--- src/rtl/prn_code_gen_if.sv ---
// prn_code_gen_if: seed-load handshake and chip stream bundle for prn_code_gen
interface prn_code_gen_if #(parameter int IW = 14);
  logic load_start;
  logic seed_valid;
  logic seed_bit;
  logic seed_ready;
  logic chip_en;
  logic chip_out;
  logic chip_valid;
  logic [IW-1:0] chip_idx;
  logic epoch;
  logic busy;
  modport master (output load_start, seed_valid, seed_bit, chip_en,
                  input seed_ready, chip_out, chip_valid, chip_idx, epoch, busy);
  modport slave (input load_start, seed_valid, seed_bit, chip_en,
                 output seed_ready, chip_out, chip_valid, chip_idx, epoch, busy);
endinterface

--- src/rtl/prn_code_gen.sv ---
// prn_code_gen: parametrised coupled-LFSR PRN generator with serial seed load and periodic re-seed
// Define PRN_BOC_EN for BOC(1,1) output (each chip spans two chip_en strobes, second half inverted).
module prn_code_gen #(
  parameter int LFSR_W = 55,
  parameter int RF_W = 5,
  parameter logic [LFSR_W-1:0] TAPS_A = 55'h40000000000021,
  parameter logic [LFSR_W-1:0] TAPS_B = 55'h40000000008003,
  parameter logic [LFSR_W-1:0] CPL_MASK = 55'h00000000000105,
  parameter int CODE_LEN = 10230
) (
  input logic clk,
  input logic rst,
  prn_code_gen_if.slave bus
);
  localparam int IW = $clog2(CODE_LEN);
  localparam int N = 2 * LFSR_W + RF_W;
  localparam int LW = $clog2(N);
  typedef enum logic [1:0] {IDLE, LOAD, RUN} state_t;
  state_t state, state_d;
  logic [LFSR_W-1:0] r0, r1;
  logic [RF_W-1:0] rf;
  logic [N-1:0] snap, chain, shifted, seeded, nxt;
  logic [2*RF_W-1:0] rr;
  logic [LW-1:0] lcnt;
  logic [IW-1:0] cnt;
  logic accept, last_bit, emit, step, wrap, fa, fb, c, hf;
  // bit 1 of the popcount is the second elementary symmetric function mod 2
  function automatic logic sigma2(input logic [LFSR_W-1:0] v);
    logic [1:0] a;
    a = '0;
    for (int i = 0; i < LFSR_W; i++) a = a + 2'(v[i]);
    return a[1];
  endfunction
  always_comb begin
    accept = state == LOAD && bus.seed_valid && !bus.load_start;
    last_bit = accept && lcnt == LW'(N - 1);
    emit = state == RUN && bus.chip_en && !bus.load_start;
    wrap = cnt == IW'(CODE_LEN - 1);
    chain = {r0, r1, rf};
    shifted = {chain[N-2:0], bus.seed_bit};
    seeded = shifted | ((shifted[N-1 -: LFSR_W] == '0) ? (N'(1) << (N - LFSR_W)) : '0);
    fa = ^(r0 & TAPS_A);
    fb = ^(r1 & TAPS_B) ^ (^(r0 & CPL_MASK) & sigma2(r0 & TAPS_A));
    rr = {rf, rf} >> (RF_W - 1);
    c = r0[LFSR_W-1] ^ r1[LFSR_W-1] ^ rf[RF_W-1];
    nxt = wrap ? snap : {r0[LFSR_W-2:0], fa, r1[LFSR_W-2:0], fb, rr[RF_W-1:0]};
    state_d = bus.load_start ? LOAD : last_bit ? RUN : state;
  end
`ifdef PRN_BOC_EN
  always_ff @(posedge clk)
    if (rst || bus.load_start) hf <= 1'b0;
    else if (emit) hf <= !hf;
  assign step = emit && hf;
`else
  assign hf = 1'b0;
  assign step = emit;
`endif
  always_ff @(posedge clk)
    if (rst) state <= IDLE;
    else state <= state_d;
  always_ff @(posedge clk)
    if (rst) begin
      {r0, r1, rf} <= '0;
      snap <= '0;
      lcnt <= '0;
      cnt <= '0;
      bus.chip_out <= 1'b0;
      bus.chip_valid <= 1'b0;
      bus.chip_idx <= '0;
      bus.epoch <= 1'b0;
    end else begin
      bus.chip_valid <= emit;
      bus.epoch <= emit && wrap;
      if (bus.load_start) begin
        lcnt <= '0;
        cnt <= '0;
      end
      if (accept) begin
        lcnt <= lcnt + 1'b1;
        {r0, r1, rf} <= last_bit ? seeded : shifted;
        if (last_bit) snap <= seeded;
      end
      if (emit) begin
        bus.chip_out <= c ^ hf;
        bus.chip_idx <= cnt;
      end
      if (step) begin
        {r0, r1, rf} <= nxt;
        cnt <= wrap ? '0 : cnt + 1'b1;
      end
    end
  assign bus.seed_ready = state == LOAD;
  assign bus.busy = state != IDLE;
endmodule
--- src/flat_wrapper.sv ---
// flat-port wrapper written by rule: the top's interface ports become plain ports
module prn_code_gen_flat 
#(
  parameter int LFSR_W = 55,
  parameter int RF_W = 5,
  parameter logic [LFSR_W-1:0] TAPS_A = 55'h40000000000021,
  parameter logic [LFSR_W-1:0] TAPS_B = 55'h40000000008003,
  parameter logic [LFSR_W-1:0] CPL_MASK = 55'h00000000000105,
  parameter int CODE_LEN = 10230
)
  (clk, rst, bus_load_start, bus_seed_valid, bus_seed_bit, bus_chip_en, bus_seed_ready, bus_chip_out, bus_chip_valid, bus_chip_idx, bus_epoch, bus_busy);
  prn_code_gen_if bus_i ();
  input logic clk;
  input logic rst;
  input wire logic [$bits(bus_i.load_start)-1:0] bus_load_start;
  input wire logic [$bits(bus_i.seed_valid)-1:0] bus_seed_valid;
  input wire logic [$bits(bus_i.seed_bit)-1:0] bus_seed_bit;
  input wire logic [$bits(bus_i.chip_en)-1:0] bus_chip_en;
  output wire logic [$bits(bus_i.seed_ready)-1:0] bus_seed_ready;
  output wire logic [$bits(bus_i.chip_out)-1:0] bus_chip_out;
  output wire logic [$bits(bus_i.chip_valid)-1:0] bus_chip_valid;
  output wire logic [$bits(bus_i.chip_idx)-1:0] bus_chip_idx;
  output wire logic [$bits(bus_i.epoch)-1:0] bus_epoch;
  output wire logic [$bits(bus_i.busy)-1:0] bus_busy;
  assign bus_i.load_start = bus_load_start;
  assign bus_i.seed_valid = bus_seed_valid;
  assign bus_i.seed_bit = bus_seed_bit;
  assign bus_i.chip_en = bus_chip_en;
  assign bus_seed_ready = bus_i.seed_ready;
  assign bus_chip_out = bus_i.chip_out;
  assign bus_chip_valid = bus_i.chip_valid;
  assign bus_chip_idx = bus_i.chip_idx;
  assign bus_epoch = bus_i.epoch;
  assign bus_busy = bus_i.busy;
  prn_code_gen #(.LFSR_W(LFSR_W), .RF_W(RF_W), .TAPS_A(TAPS_A), .TAPS_B(TAPS_B), .CPL_MASK(CPL_MASK), .CODE_LEN(CODE_LEN)) u_core (.clk(clk), .rst(rst), .bus(bus_i));
endmodule
--- config.mk ---
export PLATFORM = sky130hd
export DESIGN_NAME = prn_code_gen_flat
export DESIGN_NICKNAME = d
export VERILOG_FILES = /design/src/rtl/prn_code_gen_if.sv /design/src/rtl/prn_code_gen.sv /design/src/flat_wrapper.sv
export SDC_FILE = /design/constraint.sdc
export NUM_CORES = 1
export LEC_CHECK = 0
export ABC_AREA = 1
export ABC_CLOCK_PERIOD_IN_PS = 2100
export CAP_MARGIN = 20
export CORE_ASPECT_RATIO = 2
export CORE_MARGIN = 3
export CORE_UTILIZATION = 65
export CTS_BUF_LIST = sky130_fd_sc_hd__clkbuf_4 sky130_fd_sc_hd__clkbuf_8
export CTS_CLUSTER_SIZE = 8
export DETAILED_ROUTE_END_ITERATION = 10
export GPL_TIMING_DRIVEN = 0
export PLACE_DENSITY = 0.89
export SLEW_MARGIN = 20
export SYNTH_ARGS = -nofsm -noshare
export SYNTH_HDL_FRONTEND = slang
export SYNTH_SLANG_ARGS = --single-unit
export TNS_END_PERCENT = 20
--- constraint.sdc ---
create_clock -name clk -period 2.1 [get_ports clk]
set_input_delay 0.42 -clock clk [delete_from_list [all_inputs] [get_ports clk]]
set_output_delay 0.42 -clock clk [all_outputs]
set_load 0.01 [all_outputs]
After elaboration in Yosys (flattened, before gate mapping)
Index checks and enable logic that the tools add are counted.
Word-level totals
  bits in registers: 270
  bits of input ports: 6
  output and inout port bits: 19
  word-level logic and storage cells: 59
Operators by class
  $add $sub $neg: 4
  equal/unequal tests: 4
  muxes and demuxes: 16
  bitwise operators: 5
  reductions and logical operators: 18
Operators with widths (number)
  2-to-1 mux 115 bit: 2
  2-to-1 mux 55 bit: 4
  XOR reduction 55 bit: 3
  bitwise OR 115 bit: 1
  2-to-1 mux 61 bit: 1
  zero test 55 bit: 1
  2-to-1 mux 14 bit: 3
  adder 14 x 1 -> 14 bit, second input constant: 1
  equality test 14 bit, second input constant: 1
  2-to-1 mux 7 bit: 2
  2-to-1 mux 5 bit: 2
  nonzero test 2 bit: 5
  adder 7 x 1 -> 7 bit, second input constant: 1
  equality test 7 bit, second input constant: 1
  logical AND 1 bit: 6
  bitwise XOR 1 bit: 3
  adder 1 x 1 -> 2 bit: 1
  adder 2 x 1 -> 2 bit: 1
  equality test 2 x 1 -> 1 bit, second input constant: 1
  equality test 2 bit, second input constant: 1
  2-to-1 mux 1 bit: 2
  AND reduction 2 bit: 1
  OR reduction 2 bit: 1
  bitwise AND 1 bit: 1
  zero test 1 bit: 1

Logic depth before layout (Yosys ltp)
Gate-level depths: netlist (run 1).
  depth in word-level cells: 7
  depth in mapped cells: 13
  mapped depth without buffers: 11

Worst setup path before layout (run 1)
Ideal clock, no wire load.
  path type: register to register
  from: register u_core.cnt[1]
  to: register u_core.rf[2]
  library setup time: 109 ps
  arrival time: 1665 ps
  data required time: 1991 ps
  path slack: 326 ps
  stages on the path, launching flop included: 14
  clock period less this slack: 1774 ps
  cell sequence: dfxtp_1 inv_1 ha_1 inv_1 nor3_1 nand2_2 nor2_4 nand2_2 buf_6 buf_2 nand2_1 o211ai_2 nand2_1 inv_1
On the way
  cells in the longest elaborated chain, start to end: 3
Ends and longest elaborated chain
  from (decl): RTL line prn_code_gen.sv:25  | logic [IW-1:0] cnt;
  from (signal assigned): RTL line prn_code_gen.sv:89  | cnt <= wrap ? '0 : cnt + 1'b1;
  equality test 14 bit: RTL line prn_code_gen.sv:38  | wrap = cnt == IW'(CODE_LEN - 1);
  2-to-1 mux 115 bit: RTL line prn_code_gen.sv:46  | nxt = wrap ? snap : {r0[LFSR_W-2:0], fa, r1[LFSR_W-2:0], fb, rr[RF_W-1:0]};
  2-to-1 mux 5 bit: RTL line prn_code_gen.sv:87  | if (step) begin
  to (signal assigned): RTL line prn_code_gen.sv:80  | {r0, r1, rf} <= last_bit ? seeded : shifted;
  to (signal assigned): RTL line prn_code_gen.sv:88  | {r0, r1, rf} <= nxt;
  to (decl): RTL line prn_code_gen.sv:21  | logic [RF_W-1:0] rf;
No other way between the ends.
A chain may end at the register's enable or synchronous reset.

Final worst setup path (run 1)
  from: register u_core.state[0]
  to: register u_core.r1[18]
On the way
  cells in the longest elaborated chain, start to end: 7
  elaborated cells on any way between the ends: 11
  classes of those cells: 2 x eq/ne; 3 x mux; 6 x reduce/logical
Ends and longest elaborated chain
  from (decl): RTL line prn_code_gen.sv:19  | state_t state, state_d;
  from (signal assigned): RTL line prn_code_gen.sv:60  | else state <= state_d;
  equality test 2 x 1 -> 1 bit: RTL line prn_code_gen.sv:35  | accept = state == LOAD && bus.seed_valid && !bus.load_start;
  logical AND 1 bit (2 in a row): RTL line prn_code_gen.sv:35
  logical AND 1 bit: RTL line prn_code_gen.sv:36  | last_bit = accept && lcnt == LW'(N - 1);
  2-to-1 mux 115 bit: RTL line prn_code_gen.sv:80
  2-to-1 mux 55 bit: RTL line prn_code_gen.sv:78  | if (accept) begin
  2-to-1 mux 55 bit: RTL line prn_code_gen.sv:87
  to (signal assigned): RTL line prn_code_gen.sv:80
  to (signal assigned): RTL line prn_code_gen.sv:88
  to (decl): RTL line prn_code_gen.sv:20  | logic [LFSR_W-1:0] r0, r1;
Several ways; a longest one is shown, not always the timed one. The select of a mux whose other input is x is not followed.

==> results of run 1 <==
power groups by stage:
stage | sequential (W) | combinational, W | clock [W]
after floorplan | 0.00539 | 0.000496 | 0
after global routing | 0.00532 | 0.000752 | 0.00390
final | 0.00531 | 0.000664 | 0.00368
after global placement | 0.00542 | 0.000623 | 0
after detailed placement | 0.00542 | 0.000644 | 0
after CTS | 0.00531 | 0.000654 | 0.00370
worst max-delay path by stage:
stage	from	end	slack, ns	cells after the start
final	u_core.state[0]$_SDFFE_PP0P_	u_core.r1[18]$_SDFFE_PP0P_	0.09	8
after global routing	u_core.lcnt[0]$_SDFFE_PP0P_	u_core.snap[89]$_SDFFE_PP0P_	-0.02	9
after CTS	u_core.state[1]$_SDFFE_PP0P_	u_core.r0[13]$_SDFFE_PP0P_	0.01	8
after global placement	bus_seed_valid	u_core.r0[23]$_SDFFE_PP0P_	-0.57	8
after floorplan	u_core.cnt[1]$_SDFFE_PP0P_	u_core.rf[2]$_SDFFE_PP0P_	0.33	13
after detailed placement	bus_seed_valid	u_core.r0[30]$_SDFFE_PP0P_	-0.59	8
state kept, by name, indices dropped and copies added, names as in the netlist:
register	flops
u_core.state	2
u_core.r0	55
u_core.bus.epoch	1
u_core.snap	115
u_core.bus.chip_out	1
u_core.lcnt	7
u_core.rf	5
u_core.bus.chip_valid	1
u_core.bus.chip_idx	14
u_core.r1	55
u_core.cnt	14
critical path, stage by stage, from the launching register on:
cell and delay (ns):
dfxtp_1 0.32, inv_1 0.13, nand3_2 0.21, a21oi_4 0.31, buf_2 0.35, buf_2 0.34, o211ai_2 0.13, nand2_1 0.07
inv_1 0.03
metrics by stage:
stage	util [%]	worst slack [ns]	total power, W
after CTS	73.4	0.0112	0.00966
after global placement	69.9	-0.571	0.00604
final	73.8	0.0922	0.00965
after floorplan	-	0.326	0.00589
after detailed placement	69.9	-0.589	0.00606
after global routing	73.8	-0.0239	0.00997
layer usage:
layer / GRT usage (%) / wire length, um / up-vias
met5: 0 / 0 / -
met4: 16.8 / 1440 / 0
met3: 4.06 / 1620 / 112
met2: 55.1 / 16500 / 373
met1: 27.8 / 10600 / 5269
li1: - / - / 5496
cell usage after synthesis, types with 2 or more instances:
library cell    n  area [um^2]
dfxtp_1       270         5410
xnor2_1         5         43.8
inv_1         303         1140
nand4_1         3         18.8
nor2_4          2         22.5
nand2_2         3         18.8
or2_2          38          238
xor2_1          4         35.0
o211ai_1        2         15.0
clkbuf_1       66          248
o211ai_2       73          913
nor2_1        145          544
nor4_1          2         12.5
buf_1           6         22.5
buf_6          10          113
a21oi_1       105          526
nand3_1       131          656
buf_2          29          145
ha_1            4         50.1
nand2_1       254          953
o22ai_1         2         12.5
nor3_1          8         40.0
o21ai_0       220         1100
logic make-up (layout without fill, tap and decap cells):
| family | count (synthesis) | after routing | synth area share, % |
|---|---|---|---|
| AND/OR/NAND/NOR | 592 | 593 | 20.6 |
| adder cells (fa/ha/maj) | 5 | 5 | 0.567 |
| buffers and inverters | 415 | 488 | 13.5 |
| flip-flops | 270 | 270 | 43.7 |
| AO/OA/AOI/OAI | 405 | 405 | 21.0 |
| XOR/XNOR | 9 | 9 | 0.638 |
cell usage in the layout, fill, tap and decap left out, types with 2 or more instances in the layout:
master,instances
clkbuf_4,10
buf_1,4
xnor2_1,5
clkdlybuf4s50_1,23
buf_2,22
nand2_2,2
clkbuf_8,41
nor3_1,7
o211ai_2,73
o21ai_0,219
nand3_1,130
nor2_2,2
clkbuf_1,52
buf_6,9
o211ai_1,2
nor2_1,144
a21oi_1,105
buf_4,6
clkbuf_2,14
or2_2,38
xor2_1,4
o22ai_1,2
nand4_1,3
nand3_2,2
nand2_1,254
nor2_4,3
inv_1,303
dfxtp_1,270
nor4_1,2
ha_1,4
final cells by class:
class / instances / area, um^2
buffer: 111 / 574
inverter: 304 / 1140
sequential: 270 / 5410
timing repair buffer: 27 / 265
fill: 1388 / 4850
clock inverter: 1 / 8.76
multi-input combinational: 1012 / 5330
clock buffer: 45 / 594
tap: 252 / 315
timing repair:
item                                    CTS  global route
cloned                                    0             1
gates resized for setup                   9            39
endpoints found under the setup margin  115           219
setup buffers                             2             1
pin swaps                                 1             3
hold buffers                              0             0
hold endpoints to repair                  0             0
==> impl_metrics.json, run 1 <==
{
  "status": "completed",
  "firstDrtPassIters": 7,
  "async_flop_share_pct": 0,
  "routed-via-count": 11250,
  "r2r-start": "u_core.state[0]$_SDFFE_PP0P_",
  "place_inst": 1972,
  "p_leak_nw": 6.31,
  "synth_ff_type": "dfxtp_1",
  "worstPathArrival_ns": 2.44,
  "cts_inserted_buffers": 40,
  "viasPerCell": 5.56,
  "rsz0062_at_grt": "true",
  "slew_headroom_pct": 60.9,
  "drive_above_1_share_pct": 12.8,
  "whs_path_depth": 2,
  "fp-row-count": 70,
  "grt_max_degree": 11,
  "crit_type": "reg -> reg",
  "syn_area_um2": 12400,
  "nNetsFinal": 1777,
  "synth-edff-count": 0,
  "whs_ns": 0.461,
  "hold_violations": 0,
  "fmax_mhz": 498,
  "period_share_pct": 95.6,
  "setup_violations": 0,
  "die_y_um": 201,
  "wl_per_cell_um": 14.9,
  "grt_pass1_vias": 11062,
  "wl_um": 30100,
  "cp-start-kind": "register",
  "post-route-drc-count": 0,
  "detail-route-antenna-nets": 0,
  "gr-total-overflow": 0,
  "cp-end-kind": "register",
  "diodes": 0,
  "htreeDepth": 2,
  "fp.dieArea_um2": 20800,
  "yosysSeqAreaShare_pct": 43.7,
  "cts_tree": "yes",
  "clock-root-buffer": "clkbuf_8",
  "antenna_found_initial": 0,
  "io-pin-count": 25,
  "p_sw_share_pct": 24.3,
  "p_switching_w": 0.00235,
  "holdPathEnd": "u_core.snap[62]$_SDFFE_PP0P_",
  "worstHoldStart": "u_core.snap[62]$_SDFFE_PP0P_",
  "fin_setup_tns_ns": 0,
  "r2r-end": "u_core.r1[18]$_SDFFE_PP0P_",
  "crit_fanout": 10,
  "synth_cells": 1696,
  "crit_required_ns": 2.53,
  "syn_to_final_growth_pct": 10.3,
  "finalWeightedCongestion": 0.903,
  "syn_avg_cell_area_um2": 7.29,
  "fp.dieW_um": 104,
  "synth_nets": 1707,
  "clkPwrFrac_pct": 38.1,
  "initialDrtViolationCount": 642,
  "ys_warn_count": 0,
  "reg2reg_depth": 8,
  "fin_area_um2": 13600,
  "power_frac_seq_pct": 55.0,
  "vdd_ir_drop_max_v": 0.000703,
  "placed_area_um2": 12900,
  "cap_violations": 0,
  "synth-seq-cells": 270,
  "hold_path.class": "reg -> reg",
  "tightest_slew_ns": 0.587,
  "r2r_slack_ns": 0.09,
  "combinationalPowerShare_pct": 6.9,
  "maxSlewViolCount": 0,
  "cts.reportedPaths.clkPinSlew_ns": 0.06,
  "port-buffer-count": 24,
  "p_int_w": 0.00730,
  "period_needed_ns": 2.01,
  "clock_sinks": 270,
  "clock_latency_ns": 0.54,
  "start_util_pct": 66.9,
  "instances_no_fill": 2022,
  "clockBufferDepth": 3,
  "synth.distinct_cells": 34,
  "grt_use_total_pct": 28.3,
  "grt_pass1_wl_um": 50300,
  "coreArea_um2": 18500,
  "powerDensity_nw_per_um2": 708,
  "hpwl_um": 20900,
  "finalClockSkew_ns": 0.0184
}
Power figures use the tool's default switching activity.
==> run 2: changes to the inputs <==
CAP_MARGIN = 10   (was 20)
PLACE_DENSITY = 0.83   (was 0.89)
SLEW_MARGIN = 30   (was 20)
==> impl_metrics.json, run 2 (same netlist as run 1, synthesis figures left out) <==
{
  "diodes": 0,
  "maxSlewViolCount": 0,
  "io-pin-count": 25,
  "grt_pass1_vias": 11115,
  "clock-root-buffer": "clkbuf_8",
  "powerDensity_nw_per_um2": 705,
  "p_int_w": 0.00730,
  "hpwl_um": 20700,
  "p_sw_share_pct": 24.3,
  "period_share_pct": 99.0,
  "firstDrtPassIters": 7,
  "fp.dieArea_um2": 20800,
  "cts_inserted_buffers": 40,
  "fin_setup_tns_ns": 0,
  "worstSetupPathDepth": 9,
  "cpMostUsedCell": "nand2_1",
  "coreArea_um2": 18500,
  "cp_slowest_stage_delay_ns": 0.50,
  "fmax_mhz": 481,
  "worst-path-buf-inv": 3,
  "nNetsFinal": 1777,
  "hold_path.class": "reg -> reg",
  "gr-total-overflow": 0,
  "cp_slowest_cell": "clkbuf_1",
  "initialDrtViolationCount": 705,
  "seq_area_um2": 5410,
  "antenna_found_initial": 0,
  "worstPathCellList": "inv_1 > ha_1 > nand2_1 > nor2_1 > nand2_1 > buf_2 > clkbuf_1 > o21ai_0 > a21oi_1",
  "status": "completed",
  "viasPerCell": 5.47,
  "final_util_pct": 74.0,
  "fp.dieW_um": 104,
  "grt_max_degree": 11,
  "start_util_pct": 66.9,
  "final_common_cell": "inv_1",
  "period_needed_ns": 2.08,
  "rsz0062_at_grt": "true",
  "die_y_um": 201,
  "wl_um": 29700,
  "critPathTopFamily": "buffers and inverters",
  "clock_latency_ns": 0.53,
  "clkPwrFrac_pct": 38.1,
  "combinationalPowerShare_pct": 6.8,
  "reg2reg_depth": 9,
  "whs_path_depth": 2,
  "r2r_slack_ns": 0.02,
  "largest_register_ff_count": 115,
  "power_frac_seq_pct": 55.1,
  "finalWeightedCongestion": 0.893,
  "drive_above_1_share_pct": 12.9,
  "fp-row-count": 70,
  "tightest_slew_ns": 0.639,
  "clock_sinks": 270,
  "detail-route-antenna-nets": 0,
  "grt_use_total_pct": 28.3,
  "multi_input_area_um2": 5320,
  "cts-hold-fix-buffers": 0,
  "vdd_ir_drop_max_v": 0.000583,
  "instances_no_fill": 2021,
  "crit_required_ns": 2.56,
  "grt_pass1_wl_um": 50000,
  "cap_violations": 0,
  "top_register": "u_core.snap",
  "hold_violations": 0,
  "placed_area_um2": 12900,
  "worstPathArrival_ns": 2.54,
  "slew_headroom_pct": 57.4,
  "wl_per_cell_um": 14.7,
  "routed-via-count": 11062,
  "cp-start-kind": "register",
  "p_switching_w": 0.00234,
  "mostFrequentLayoutCells": "302 x inv_1, 269 x dfxtp_1, 252 x nand2_1",
  "post-route-drc-count": 0,
  "port-buffer-count": 24,
  "setup_violations": 0,
  "crit_fanout": 10,
  "place_inst": 1972,
  "p_leak_nw": 6.32,
  "crit_type": "reg -> reg",
  "fillers": 1420,
  "cts_tree": "yes",
  "htreeDepth": 2,
  "clockBufferDepth": 3,
  "fin_area_um2": 13700,
  "finalClockSkew_ns": 0.0166,
  "syn_to_final_growth_pct": 10.6,
  "cts.reportedPaths.clkPinSlew_ns": 0.06,
  "cp-end-kind": "register"
}
-- run 2: cell count changes in the layout (fill, tap and decap cells not counted), sizes merged --
cell,change
buf,-1
clkbuf,+1
nor2,-1
-- run 2: power by group through the flow --
stage	Clock, W	Combinational (W)	Sequential (W)
3_5_place_dp	0	0.000641	0.00542
4_1_cts	0.00372	0.000651	0.00531
3_3_place_gp	0	0.000625	0.00541
6_report	0.00368	0.000656	0.00531
5_1_grt	0.00391	0.000747	0.00532
2_1_floorplan	0	0.000496	0.00539
-- run 2: final timing paths --
path / start / to
worst max-delay path: u_core.lcnt[0]$_SDFFE_PP0P_ / u_core.snap[76]$_SDFFE_PP0P_
worst min register to register: u_core.snap[24]$_SDFFE_PP0P_ / u_core.snap[24]$_SDFFE_PP0P_
worst max register to register: u_core.lcnt[0]$_SDFFE_PP0P_ / u_core.snap[76]$_SDFFE_PP0P_
worst min-delay path: u_core.snap[24]$_SDFFE_PP0P_ / u_core.snap[24]$_SDFFE_PP0P_
-- run 2: cell type report --
type	instances	area share [%]
timing repair buffer	28	2.21
tap	252	2.31
multi-input combinational	1011	38.9
clock inverter	1	0.0640
inverter	304	8.34
sequential	270	39.5
buffer	111	4.27
clock buffer	44	4.34
-- run 2: repair_timing --
item,4_1_cts,5_1_grt
resized for setup,9,45
buffers inserted,2,1
pin swaps,1,3
setup endpoints to repair,113,128
gates cloned,0,1
-- run 2: tightest hold or removal path: cells and delay by family, from the launching register on --
kind	cells	cell delay, ns
DFF	1	0.30
buffers and inverters	1	0.07
AOI/OAI and AO/OA	1	0.06
-- run 2: layer usage --
metal	up-vias	track usage [%]	share of wire (%)
met5	-	0	0
met4	0	16.5	4.8
met3	117	3.60	4.6
met2	339	54.6	54
met1	5116	28.6	36
li1	5490	-	-
-- run 2: through the flow --
step           worst slack, ns  power, W  hold slack, ns
2_1_floorplan            0.326   0.00589           0.430
3_3_place_gp            -0.679   0.00604           0.440
4_1_cts                -0.0124   0.00968           0.474
5_1_grt                -0.0979   0.00998           0.486
3_5_place_dp            -0.710   0.00606           0.465
6_report                0.0202   0.00965           0.469
==> run 3: changes to the inputs <==
PLACE_DENSITY = 0.94   (was 0.83)
==> impl_metrics.json, run 3 (same netlist as run 1, synthesis figures left out) <==
{
  "die_y_um": 201,
  "r2r-start": "u_core.state[0]$_SDFFE_PP0P_",
  "critPathTopFamily": "simple AND/OR/NAND/NOR gates",
  "rsz0062_at_grt": "true",
  "fmax_mhz": 491,
  "grt_max_degree": 11,
  "gr-total-overflow": 0,
  "io-pin-count": 25,
  "top_register": "u_core.snap",
  "critPathLaunch": "u_core.state[0]$_SDFFE_PP0P_",
  "setup_violations": 0,
  "coreArea_um2": 18500,
  "cp_slowest_stage_delay_ns": 0.32,
  "clock_sinks": 270,
  "wl_met1_um": 10900,
  "start_util_pct": 66.9,
  "worstSetupPathDepth": 9,
  "finalWeightedCongestion": 0.944,
  "nNetsFinal": 1779,
  "maxSlewViolCount": 0,
  "fp.dieArea_um2": 20800,
  "placed_area_um2": 12900,
  "cts_tree": "yes",
  "detail-route-antenna-nets": 0,
  "port-buffer-count": 24,
  "crit_path_end": "u_core.cnt[2]$_SDFFE_PP0P_",
  "cp_slowest_cell": "dfxtp_1",
  "final_common_cell": "inv_1",
  "grt_pass1_wl_um": 51400,
  "viasPerCell": 5.66,
  "grt_use_total_pct": 29.1,
  "whs_ns": 0.467,
  "hold_path.class": "reg -> reg",
  "hpwl_um": 21400,
  "clockBufferDepth": 3,
  "cts.reportedPaths.clkPinSlew_ns": 0.06,
  "htreeDepth": 2,
  "finalClockSkew_ns": 0.0129,
  "worstPathArrival_ns": 2.50,
  "grt_pass1_vias": 11442,
  "powerDensity_nw_per_um2": 717,
  "status": "completed",
  "clock_latency_ns": 0.53,
  "crit_fanout": 10,
  "cp-end-kind": "register",
  "crit_type": "reg -> reg",
  "cts-hold-fix-buffers": 0,
  "cts_inserted_buffers": 40,
  "diodes": 0,
  "crit_required_ns": 2.56,
  "period_share_pct": 96.9,
  "cpMostUsedCell": "inv_1",
  "reg2reg_depth": 9,
  "wl_um": 31300,
  "tightest_slew_ns": 0.655,
  "wl_per_cell_um": 15.4,
  "fp.dieW_um": 104,
  "r2r_slack_ns": 0.06,
  "wl_met2_um": 16500,
  "route.met3.wl_um": 1710,
  "period_needed_ns": 2.04,
  "worst-path-buf-inv": 4,
  "p_leak_nw": 6.36,
  "firstDrtPassIters": 5,
  "fp-row-count": 70,
  "post-route-drc-count": 0,
  "initialDrtViolationCount": 742,
  "r2r-end": "u_core.cnt[2]$_SDFFE_PP0P_",
  "largest_register_ff_count": 115,
  "worstPathCellList": "inv_1 > nand3_2 > nor2_2 > clkbuf_4 > inv_1 > nor2_4 > buf_4 > nand2_1 > a21oi_1",
  "clock-root-buffer": "clkbuf_8",
  "routed-via-count": 11477,
  "hold_violations": 0,
  "vdd_ir_drop_max_v": 0.000658,
  "slew_headroom_pct": 56.3,
  "fin_area_um2": 13700,
  "drive_above_1_share_pct": 13.3,
  "antenna_found_initial": 0,
  "cap_violations": 0,
  "syn_to_final_growth_pct": 10.7,
  "cp-start-kind": "register",
  "fillers": 1290,
  "mostFrequentLayoutCells": "302 x inv_1, 270 x dfxtp_1, 254 x nand2_1",
  "dr.max_layer_used": "met4"
}
[run 3: cell types whose count changed in the layout (fill, tap and decap cells not counted), moves of 2 or more]
cell      delta
clkbuf_1     -4
buf_12       -2
buf_4        +5
nand2_1      +2
nand2_2      -2
clkbuf_2     +4
clkbuf_4     +6
[run 3: per-stage QoR]
step | total power (W) | std cells | setup TNS [ns] | worst slack, ns | util, %
final | 0.00981 | 2029 | 0 | 0.0646 | 74.1
after global routing | 0.0101 | 2029 | -0.557 | -0.0785 | 74.1
after CTS | 0.00979 | 2026 | -0.00451 | -0.00253 | 73.7
after detailed placement | 0.00607 | 1972 | -110.04 | -0.650 | 69.9
after global placement | 0.00604 | 1972 | -104.14 | -0.649 | 69.9
after floorplan | 0.00589 | 1696 | 0 | 0.326 | -
[run 3: layout make-up]
cell class	instances	area, um^2	area share (%)
Buffer	111	582	4.25
Sequential cell	270	5410	39.5
Multi-Input combinational cell	1011	5320	38.8
Inverter	304	1140	8.34
Tap cell	252	315	2.30
Timing Repair Buffer	30	288	2.10
Clock buffer	51	639	4.67
[run 3: power by group]
part,switching (W),leakage (nW),internal (W)
clock network,0.00189,0.341,0.00193
logic,0.000409,3.83,0.000263
registers,0.0000909,2.18,0.00522
[run 3: worst min path at each step]
stage,start,end,slack (ns),cells after the start
after floorplan,u_core.snap[62]$_SDFFE_PP0P_,u_core.snap[62]$_SDFFE_PP0P_,0.43,2
after global placement,u_core.snap[62]$_SDFFE_PP0P_,u_core.snap[62]$_SDFFE_PP0P_,0.45,2
after detailed placement,u_core.snap[62]$_SDFFE_PP0P_,u_core.snap[62]$_SDFFE_PP0P_,0.46,2
after CTS,u_core.snap[62]$_SDFFE_PP0P_,u_core.snap[62]$_SDFFE_PP0P_,0.47,2
after global routing,u_core.snap[45]$_SDFFE_PP0P_,u_core.snap[45]$_SDFFE_PP0P_,0.49,2
final,u_core.snap[26]$_SDFFE_PP0P_,u_core.snap[26]$_SDFFE_PP0P_,0.47,2
[run 3: routing by layer]
metal | global-route usage, % | up-vias
met4 | 19.4 | 0
met5 | 0 | -
met3 | 4.80 | 177
met1 | 27.6 | 5308
li1 | - | 5511
met2 | 56.2 | 481
[run 3: timing repair]
item                                    4_1_cts  5_1_grt
setup buffers                                 3        3
gates resized for setup                      14       38
pin swaps                                     1        2
endpoints found under the setup margin      118      231
[run 3: worst reg2reg max path, delay by kind of cell, from the launching register on]
family	cells	cell delay, ns
simple gates	4	0.78
compound gates	1	0.11
flops	1	0.32
buf+inv	4	0.76
